===== src/rtl/root_pifo_pkg.sv =====
// Shared constants, FSM state encoding and descriptor field helpers for the
// root PIFO output path. The field helpers are also used by the external bypass checker.
package root_pifo_pkg;

  localparam int unsigned PIFO_ROOT_WIDTH          = 32;
  localparam int unsigned ROOT_RANK_START_POS      = 12;
  localparam int unsigned ROOT_RANK_END_POS        = 30;
  localparam int unsigned ROOT_PIFO_INFO_VALID_POS = 31;
  localparam int unsigned ROOT_RANK_WIDTH          = ROOT_RANK_END_POS - ROOT_RANK_START_POS + 1;
  localparam int unsigned STARVE_LIMIT             = 4;

  typedef enum logic [2:0] {
    IDLE    = 3'd0,
    CHECK   = 3'd1,
    EMIT    = 3'd2,
    PUSH    = 3'd3,
    POP_OUT = 3'd4,
    POP_ACK = 3'd5
  } state_t;

  function automatic logic [ROOT_RANK_WIDTH-1:0] get_rank(input logic [PIFO_ROOT_WIDTH-1:0] info);
    return info[ROOT_RANK_END_POS:ROOT_RANK_START_POS];
  endfunction

  function automatic logic get_valid(input logic [PIFO_ROOT_WIDTH-1:0] info);
    return info[ROOT_PIFO_INFO_VALID_POS];
  endfunction

endpackage


===== src/rtl/root_pifo_starve_counter.sv =====
// Saturating count of bypass emits that overtook a valid calendar head;
// flags starvation once the count reaches LIMIT.
module root_pifo_starve_counter
  import root_pifo_pkg::*;
#(
  parameter int unsigned LIMIT = STARVE_LIMIT
) (
  input  logic clk,
  input  logic rst,
  input  logic inc,
  input  logic clr,
  output logic starved
);

  localparam int unsigned CW = $clog2(LIMIT + 1);
  localparam logic [CW-1:0] LIM = CW'(LIMIT);

  logic [CW-1:0] cnt;

  always_ff @(posedge clk or posedge rst) begin
    if (rst) begin
      cnt <= '0;
    end else if (clr) begin
      cnt <= '0;
    end else if (inc && (cnt < LIM)) begin
      cnt <= cnt + 1'b1;
    end
  end

  assign starved = (cnt >= LIM);

endmodule


===== src/rtl/root_pifo_output_scheduler.sv =====
// Root PIFO output sequencer: arrivals go through the external bypass checker and
// are emitted or pushed; otherwise the calendar head is drained. Optional macro:
// ROOT_PIFO_STARVE_GUARD_EN forces a calendar drain after too many bypass emits.
module root_pifo_output_scheduler
  import root_pifo_pkg::*;
(
  input  logic                       clk,
  input  logic                       rst,
  input  logic                       s_arr_valid,
  output logic                       s_arr_ready,
  input  logic [PIFO_ROOT_WIDTH-1:0] s_arr_info,
  output logic                       chk_valid,
  output logic [PIFO_ROOT_WIDTH-1:0] chk_info,
  output logic [PIFO_ROOT_WIDTH-1:0] chk_top,
  input  logic                       chk_result_valid,
  input  logic                       chk_bypass_en,
  input  logic [PIFO_ROOT_WIDTH-1:0] cal_top,
  output logic                       cal_push_valid,
  input  logic                       cal_push_ready,
  output logic [PIFO_ROOT_WIDTH-1:0] cal_push_info,
  output logic                       cal_pop_valid,
  input  logic                       cal_pop_ready,
  output logic                       m_valid,
  input  logic                       m_ready,
  output logic [PIFO_ROOT_WIDTH-1:0] m_info,
  output logic                       m_from_bypass,
  output logic                       drop_pulse,
  output state_t                     fsm_state
);

  // Handshakes: a transfer happens on any rising clk edge where valid && ready.
  // Every valid driven here decodes from the state register only, never from its ready.

  state_t                     state, next_state;
  logic [PIFO_ROOT_WIDTH-1:0] r_info, r_top;
  logic                       chk_sent;
  logic                       load_arr, load_top, drop, arr_ready;
  logic                       force_pop;

`ifdef ROOT_PIFO_STARVE_GUARD_EN
  logic starve_inc, starve_clr, starved;

  assign starve_inc = (state == EMIT) && m_ready && get_valid(r_top);
  assign starve_clr = (state == POP_ACK) && cal_pop_ready;

  root_pifo_starve_counter #(.LIMIT(STARVE_LIMIT)) u_starve (
    .clk     (clk),
    .rst     (rst),
    .inc     (starve_inc),
    .clr     (starve_clr),
    .starved (starved)
  );

  assign force_pop = starved && get_valid(cal_top);
`else
  assign force_pop = 1'b0;
`endif

  always_comb begin
    next_state = state;
    load_arr   = 1'b0;
    load_top   = 1'b0;
    drop       = 1'b0;
    arr_ready  = 1'b0;
    case (state)
      IDLE: begin
        arr_ready = !force_pop;
        if (force_pop) begin
          load_top   = 1'b1;
          next_state = POP_OUT;
        end else if (s_arr_valid) begin
          if (get_valid(s_arr_info)) begin
            load_arr   = 1'b1;
            load_top   = 1'b1;
            next_state = CHECK;
          end else begin
            drop = 1'b1;
          end
        end else if (get_valid(cal_top)) begin
          load_top   = 1'b1;
          next_state = POP_OUT;
        end
      end
      CHECK: begin
        if (chk_result_valid) next_state = chk_bypass_en ? EMIT : PUSH;
      end
      EMIT: begin
        if (m_ready) next_state = IDLE;
      end
      PUSH: begin
        if (cal_push_ready) next_state = IDLE;
      end
      POP_OUT: begin
        if (m_ready) next_state = POP_ACK;
      end
      POP_ACK: begin
        if (cal_pop_ready) next_state = IDLE;
      end
      default: next_state = IDLE;
    endcase
  end

  always_ff @(posedge clk or posedge rst) begin
    if (rst) begin
      state      <= IDLE;
      r_info     <= '0;
      r_top      <= '0;
      drop_pulse <= 1'b0;
      chk_sent   <= 1'b0;
    end else begin
      state      <= next_state;
      drop_pulse <= drop;
      // chk_valid is a single strobe: it is marked sent after the first CHECK cycle.
      chk_sent   <= (state == CHECK);
      if (load_arr) r_info <= s_arr_info;
      if (load_top) r_top <= cal_top;
    end
  end

  // IDLE is the reset state, so ready is masked to keep every output low during reset.
  assign s_arr_ready    = arr_ready && !rst;
  assign chk_valid      = (state == CHECK) && !chk_sent;
  assign chk_info       = r_info;
  assign chk_top        = r_top;
  assign cal_push_valid = (state == PUSH);
  assign cal_push_info  = r_info;
  assign cal_pop_valid  = (state == POP_ACK);
  assign m_valid        = (state == EMIT) || (state == POP_OUT);
  assign m_from_bypass  = (state == EMIT);
  assign m_info         = (state == EMIT)    ? r_info :
                          (state == POP_OUT) ? r_top  : '0;
  assign fsm_state      = state;

endmodule

===== config.mk =====
export PLATFORM = sky130hd
export DESIGN_NAME = root_pifo_output_scheduler
export DESIGN_NICKNAME = d
export VERILOG_FILES = /design/src/rtl/root_pifo_pkg.sv /design/src/rtl/root_pifo_starve_counter.sv /design/src/rtl/root_pifo_output_scheduler.sv
export SDC_FILE = /design/constraint.sdc
export NUM_CORES = 1
export LEC_CHECK = 0
export ABC_AREA = 1
export CELL_PAD_IN_SITES_DETAIL_PLACEMENT = 2
export CELL_PAD_IN_SITES_GLOBAL_PLACEMENT = 2
export CORE_AREA = 2 2 132 134
export DETAILED_ROUTE_END_ITERATION = 12
export DIE_AREA = 0 0 134 136
export HOLD_SLACK_MARGIN = 0.05
export PLACE_DENSITY = 0.89
export SLEW_MARGIN = 20
export SYNTH_ARGS = -nofsm -noshare
export SYNTH_HDL_FRONTEND = slang
export SYNTH_SLANG_ARGS = --single-unit

===== constraint.sdc =====
create_clock -name clk -period 4.1 [get_ports clk]
set_clock_uncertainty 0.05 [all_clocks]
set_input_delay 0.82 -clock clk [delete_from_list [all_inputs] [get_ports clk]]
set_output_delay 0.82 -clock clk [all_outputs]
set_load 0.02 [all_outputs]

## Word-level counts from Yosys, hierarchy flattened

Index checks and enable logic that the tools add are counted.

- Logic and storage cells: 46
- Register bits: 69

- Muxes and demuxes: 22
- Reductions and logical operators: 7
- Eq/ne operators: 12

Operators with widths:

| cell | number |
|---|---|
| $mux 32 | 2 |
| $mux 3 | 8 |
| $pmux 3 s6 | 1 |
| $mux 1 | 11 |
| $reduce_and 7->1 | 1 |
| $eq 3x2->1 const B | 2 |
| $eq 3x3->1 const B | 2 |
| $ne 2x2->1 const B | 3 |
| $ne 3x3->1 const B | 2 |
| $ne 2x1->1 const B | 2 |
| $eq 3x1->1 const B | 1 |
| $logic_not 3->1 | 1 |
| $logic_and 1x1->1 | 2 |
| $logic_not 1->1 | 2 |
| $logic_or 1x1->1 | 1 |

## Depth between registers and ports, before layout

Gate-level depths: netlist of run 1.

- Depth after elaboration: 3
- Gate-level depth with buffers: 8
- Gate-level depth less buffers: 8

## Worst setup path before layout of run 1

OpenSTA, ideal clock, no wires.

- Kind: register to output
- Start point: reg state[0] (netlist: fsm_state[0])
- End point: out m_info[10]
- Stages on the path, launching flop included: 5
- Path slack: 1.725 ns
- Arrival time: 1.505 ns
- Buffers on the path: 1
- Data required time: 3.230 ns
- Cells stage by stage: dfrtp_1 -> nor2_4 -> nand2_1 -> clkbuf_1 -> o21ai_0

- Word-level cells in the longest chain between the ends: 3

RTL lines:

| item | line | source |
|---|---|---|
| from (decl) | root_pifo_output_scheduler.sv:34 | `state_t state, next_state;` |
| from (signal assigned) | root_pifo_output_scheduler.sv:111 | `state <= next_state;` |
| $eq 3x3->1 | root_pifo_output_scheduler.sv:131 | `(state == POP_OUT) ? r_top : '0;` |
| $mux 32 | root_pifo_output_scheduler.sv:131 |  |
| $mux 32 (*) | root_pifo_output_scheduler.sv:130 | `assign m_info = (state == EMIT) ? r_info :` |
| to (decl) | root_pifo_output_scheduler.sv:25 | `output logic [PIFO_ROOT_WIDTH-1:0] m_info,` |

Mark *: on every way between the ends. The rest lies on a longest branch, timed or not.

## Final worst setup path of run 1

- Start point: reg state[2] (netlist: fsm_state[2])
- End point: out m_info[15]

Same word-level chain as after synthesis.

==> impl_metrics.json, run 1 <==
{
  "clock_latency_ns": 0.33,
  "synth_common_cells": "nand2_1, inv_1, dfrtp_1, nor2_1, buf_4",
  "pin_count": 210,
  "crit_fanout": 18,
  "placed_area_sq_mm": 0.00554,
  "required_ns": 3.23,
  "cts_resized": 0,
  "cts_max_level": 3,
  "design_area_sq_mm": 0.00585,
  "ys_seq_area_frac": 0.495,
  "drc": 0,
  "synth_cell_types": 22,
  "syn-num-nets": 495,
  "ctsLongestPathBuffers": 2,
  "core_sq_mm": 0.0169,
  "cts_hold_buffers": 0,
  "cts-buffers-inserted": 9,
  "rows": 48,
  "wl_per_cell_microns": 17.3,
  "initial_core_util": 0.207,
  "synth_top_area_share": 0.495,
  "port_buffers": 209,
  "period_minus_slack_ns": 3.56,
  "min_path_type": "flop to flop",
  "drt-vias-per-instance": 4.24,
  "grt_max_degree": 65,
  "die-area_sq_mm": 0.0182,
  "die_w_microns": 134,
  "fin_setup_tns_ns": 0,
  "clk_pin_slew_ns": 0.06,
  "fmax_ghz": 0.281,
  "synth_most_common_cell": "nand2_1",
  "area_delta_synth_final_pct": 67.7,
  "drv_cap": 0,
  "setup_ws_ns": 0.538,
  "clockRootBuffer": "clkbuf_16",
  "antenna_found_initial": 0,
  "grt_first_pass_wirelength_microns": 22400,
  "synth_top_family_by_area": "buffers and inverters",
  "finalSetupViolations": 0,
  "nFillCells": 1858,
  "end_kind": "primary output",
  "drt_iter0_drc": 61,
  "relSlewSlack": 0.424,
  "die_h_microns": 136,
  "cp.arrival_ns": 2.69,
  "gp_congestion": 0.809,
  "fin_crit_sh": 0.869,
  "synth-seq-cells": 69,
  "tightest_slew_ns": 0.865,
  "synth-main-ff-cell": "dfrtp_1",
  "synth_area_sq_mm": 0.00349,
  "total_power_mw": 5.03,
  "yosys.area_share.simple": 0.156,
  "cp-start-kind": "flop",
  "track_usage": 0.161,
  "p_leak_nw": 2.67,
  "rsz0062_at_grt": "no",
  "crit_type": "flop to primary output",
  "synthAdderAreaFrac": 0,
  "synth_compound_area_frac": 0.163,
  "vias": 3496,
  "antenna_cells": 0,
  "drive_gt1_frac": 0.0750,
  "synth_area_leader_cell": "dfrtp_1",
  "syn_inst": 423,
  "finalMaxSlewViolations": 0,
  "ant_nets": 0,
  "fin_nets": 667,
  "synth_enable_flop_cells": 0,
  "post-cts-setup-buffers": 0,
  "grt-ovfl-total": 0,
  "grt_pass1_vias": 4007,
  "cts_tree": "built",
  "synthArstFlopShare": 1.00,
  "drt_pre_antenna_iters": 4,
  "hpwlAfterDp_microns": 11200,
  "synth_xor_area_frac": 0,
  "synth_mux_area_frac": 0,
  "ir_worst_vdd_uv": 313,
  "power_density_mw_per_mm2": 859,
  "yosys_warnings": 0,
  "wl_microns": 14300,
  "pre_cts_slack_ns": 0.865,
  "status": "completed",
  "hold_viol": 0,
  "synth_area_per_cell_sq_um": 8.25,
  "cts_sinks": 69,
  "synthTopCellsByArea": "dfrtp_1, nand2_1, buf_4",
  "rrSetupSlack_ns": 1.97
}
-- power breakdown --
group | internal (mW) | switching [mW]
logic | 1.30 | 1.63
registers | 0.990 | 0.296
clock network | 0.517 | 0.295
-- per-layer routing --
metal	routed length, microns	up-vias	GRT usage
li1	-	1614	-
met1	5380	1729	0.170
met2	7700	129	0.303
met3	856	24	0.0421
met4	362	0	0.0656
met5	0	-	0
-- sequential cells by signal (all words and copies together) (netlist names) --
signal and flops:
cal_push_info 32, chk_sent 1, chk_top 32, drop_pulse 1
fsm_state 3
-- per-stage QoR --
step           hold slack [ns]  utilization  cells
6_report                 0.480        0.347    825
4_1_cts                  0.488        0.347    825
5_1_grt                  0.506        0.347    825
3_3_place_gp             0.468        0.328    809
3_5_place_dp             0.469        0.328    809
2_1_floorplan            0.562            -    423
-- kinds of logic (layout without fill, tap and decap cells) --
kind of cell	Yosys count	after routing
AND/OR/NAND/NOR	131	131
AO/OA/AOI/OAI	99	99
flip-flops	69	69
buffers and inverters	124	301
-- cells in the final DEF (no fill, tap or decap), drive strengths merged --
cell type        n
nand3            8
bufinv           1
clkbuf          12
nor2            43
o21ai           64
clkinv           3
buf              3
dfrtp           69
nand4            1
nor3b            1
nand2           78
clkdlybuf4s50  209
a21oi           33
inv             73
o22ai            2
-- final timing paths --
check / from / to / depth (start not counted)
hold reg to reg: chk_top[31] / chk_top[31] / 2
max in group asynchronous: rst / cal_push_info[29] / 3
hold / removal: chk_top[31] / chk_top[31] / 2
min in group asynchronous: rst / chk_top[31] / 2
setup / recovery: fsm_state[2] / m_info[15] / 7
setup reg to reg: fsm_state[0] / cal_push_info[1] / 6
-- area by class of cell --
cell class              instances  area, sq um  share of cell area
clock buffers                  12          267              0.0456
multi-input cells             230         1110               0.191
clock inverters                 4         45.0             0.00770
repair buffers                212         2140               0.366
inverters                      73          277              0.0473
flip-flops and latches         69         1730               0.295
well taps                     225          282              0.0481
-- critical path, stage by stage (launching register included) --
cell,delay (ns)
dfrtp_1,0.49
nor2_1,0.20
nand2_1,0.16
inv_1,0.44
buf_12,0.23
nand2_1,0.08
o21ai_0,0.10
clkdlybuf4s50_1,0.64
Note: power is estimated with default switching activity, not from simulation.
==> run 2: changes to the inputs <==
Settings changed: CTS_CLUSTER_SIZE set to 12.
==> results of run 2 <==
The final DEF is identical to that of run 1; final timing and power are the same.
==> run 3: changes to the inputs <==
Settings changed: CORE_AREA 2 2 132 134 to 2 2 136 138, DIE_AREA 0 0 134 136 to 0 0 138 140, PLACE_DENSITY 0.89 to 0.84, REMOVE_ABC_BUFFERS set to 1.
Clock period 4.1 ns to 3.4 ns, I/O delays scaled along.
==> run 3 against run 2 <==
  * Global-route usage down 2.0 points
  * Count of clock-buffer cells in the layout up 2
  * Cell area down 0.28%
  * Core utilization down 1.9 points
  * First-iteration DRC count down 21%
  * Final cell count up 0.73%
  * Critical path depth unchanged
  * Critical endpoint is now m_info[21]
  * Highest routed layer unchanged
==> impl_metrics.json, run 3 (synthesized netlist as in run 1, its figures left out) <==
{
  "vias": 3488,
  "cts-buffers-inserted": 9,
  "grt_pass1_vias": 3976,
  "rsz0062_at_grt": "no",
  "cp-start-kind": "flop",
  "drt_iter0_drc": 48,
  "min_path_type": "flop to flop",
  "fin_crit_sh": 0.902,
  "drv_cap": 0,
  "rows": 49,
  "p_leak_nw": 2.66,
  "die_w_microns": 138,
  "antenna_cells": 0,
  "rr_startpoint": "fsm_state[0]",
  "clockRootBuffer": "clkbuf_16",
  "grt-ovfl-total": 0,
  "wl_per_cell_microns": 16.2,
  "period_minus_slack_ns": 3.07,
  "required_ns": 2.67,
  "gp_congestion": 0.761,
  "fin_setup_tns_ns": 0,
  "crit_fanout": 15,
  "ir_worst_vdd_uv": 359,
  "setup_ws_ns": 0.333,
  "ctsLongestPathBuffers": 2,
  "post-cts-setup-buffers": 0,
  "tightest_slew_ns": 0.765,
  "fin_nets": 670,
  "clk_pin_slew_ns": 0.06,
  "cts_max_level": 3,
  "cts_sinks": 69,
  "rrSetupSlack_ns": 1.31,
  "die-area_sq_mm": 0.0193,
  "hp-start": "cal_push_info[31]",
  "ant_nets": 0,
  "cts_tree": "built",
  "drt_pre_antenna_iters": 4,
  "port_buffers": 209,
  "cts_hold_buffers": 0,
  "status": "completed",
  "relSlewSlack": 0.490,
  "drc": 0,
  "track_usage": 0.141,
  "hpwlAfterDp_microns": 10400,
  "power_density_mw_per_mm2": 1020,
  "crit_type": "flop to primary output",
  "area_delta_synth_final_pct": 67.3,
  "die_h_microns": 140,
  "pin_count": 210,
  "grt_max_degree": 65,
  "drive_gt1_frac": 0.0748,
  "fmax_ghz": 0.326,
  "drt-vias-per-instance": 4.20,
  "wl_microns": 13500,
  "final_common_cell": "clkdlybuf4s50_1",
  "hold_viol": 0,
  "cp.arrival_ns": 2.34,
  "initial_core_util": 0.196,
  "antenna_found_initial": 0,
  "final_cell_mix": "clkdlybuf4s50_1, nand2_1, inv_1",
  "finalMaxSlewViolations": 0,
  "end_kind": "primary output",
  "clock_latency_ns": 0.33,
  "critPathLaunch": "fsm_state[0]",
  "cts_resized": 0,
  "grt_first_pass_wirelength_microns": 21800,
  "finalSetupViolations": 0,
  "pre_cts_slack_ns": 0.671,
  "core_sq_mm": 0.0178
}
==> run 3: cell count changes in the layout (fill, tap and decap cells not counted) <==
cell	delta
buf_12	-1
clkbuf_1	+2
buf_4	+4
clkinv_2	-1
bufinv_16	-1
inv_2	-1
==> run 3: layout make-up <==
| class | count | area, sq um |
|---|---|---|
| flip-flops and latches | 69 | 1730 |
| multi-input cells | 230 | 1110 |
| inverters | 73 | 278 |
| fillers | 2001 | 11900 |
| clock buffers | 14 | 274 |
| repair buffers | 215 | 2150 |
| well taps | 229 | 287 |
| clock inverters | 1 | 5.00 |
==> run 3: metrics by stage <==
stage / area (sq um) / util / instances / power, mW / hold slack [ns]
final: 5830 / 0.328 / 831 / 5.93 / 0.487
after global routing: 5830 / 0.328 / 831 / 6.33 / 0.522
after CTS: 5830 / 0.328 / 831 / 6.05 / 0.495
after detailed placement: 5560 / 0.312 / 816 / 5.11 / 0.483
after global placement: 5560 / 0.312 / 816 / 4.96 / 0.465
after floorplan: 3120 / - / 372 / 3.15 / 0.567
==> run 3: worst paths after layout <==
| kind | to | depth (start not counted) |
|---|---|---|
| worst max-delay path | m_info[21] | 7 |
| worst min-delay path | cal_push_info[31] | 2 |
| worst max register to register | cal_push_info[0] | 7 |
| worst min register to register | cal_push_info[31] | 2 |
| max in group asynchronous | chk_top[31] | 3 |
| min in group asynchronous | cal_push_info[12] | 2 |
==> run 3: worst max-delay path, stage by stage (launching register included) <==
cell and delay (ns):
dfrtp_1 0.49, nor2_1 0.19, nand2_1 0.13, inv_1 0.12, buf_4 0.24, nand2_1 0.09, o21ai_0 0.10, clkdlybuf4s50_1 0.66
==> run 3: layer usage <==
metal / up-vias / track usage / routed length, microns
met5: - / 0 / 0
met3: 16 / 0.0379 / 796
li1: 1617 / - / -
met1: 1727 / 0.152 / 5140
met2: 128 / 0.267 / 7300
met4: 0 / 0.0483 / 261
==> run 3: power breakdown <==
part	switching, mW	internal (mW)
combinational	1.93	1.57
sequential	0.345	1.19
clock	0.347	0.549
total	2.62	3.31
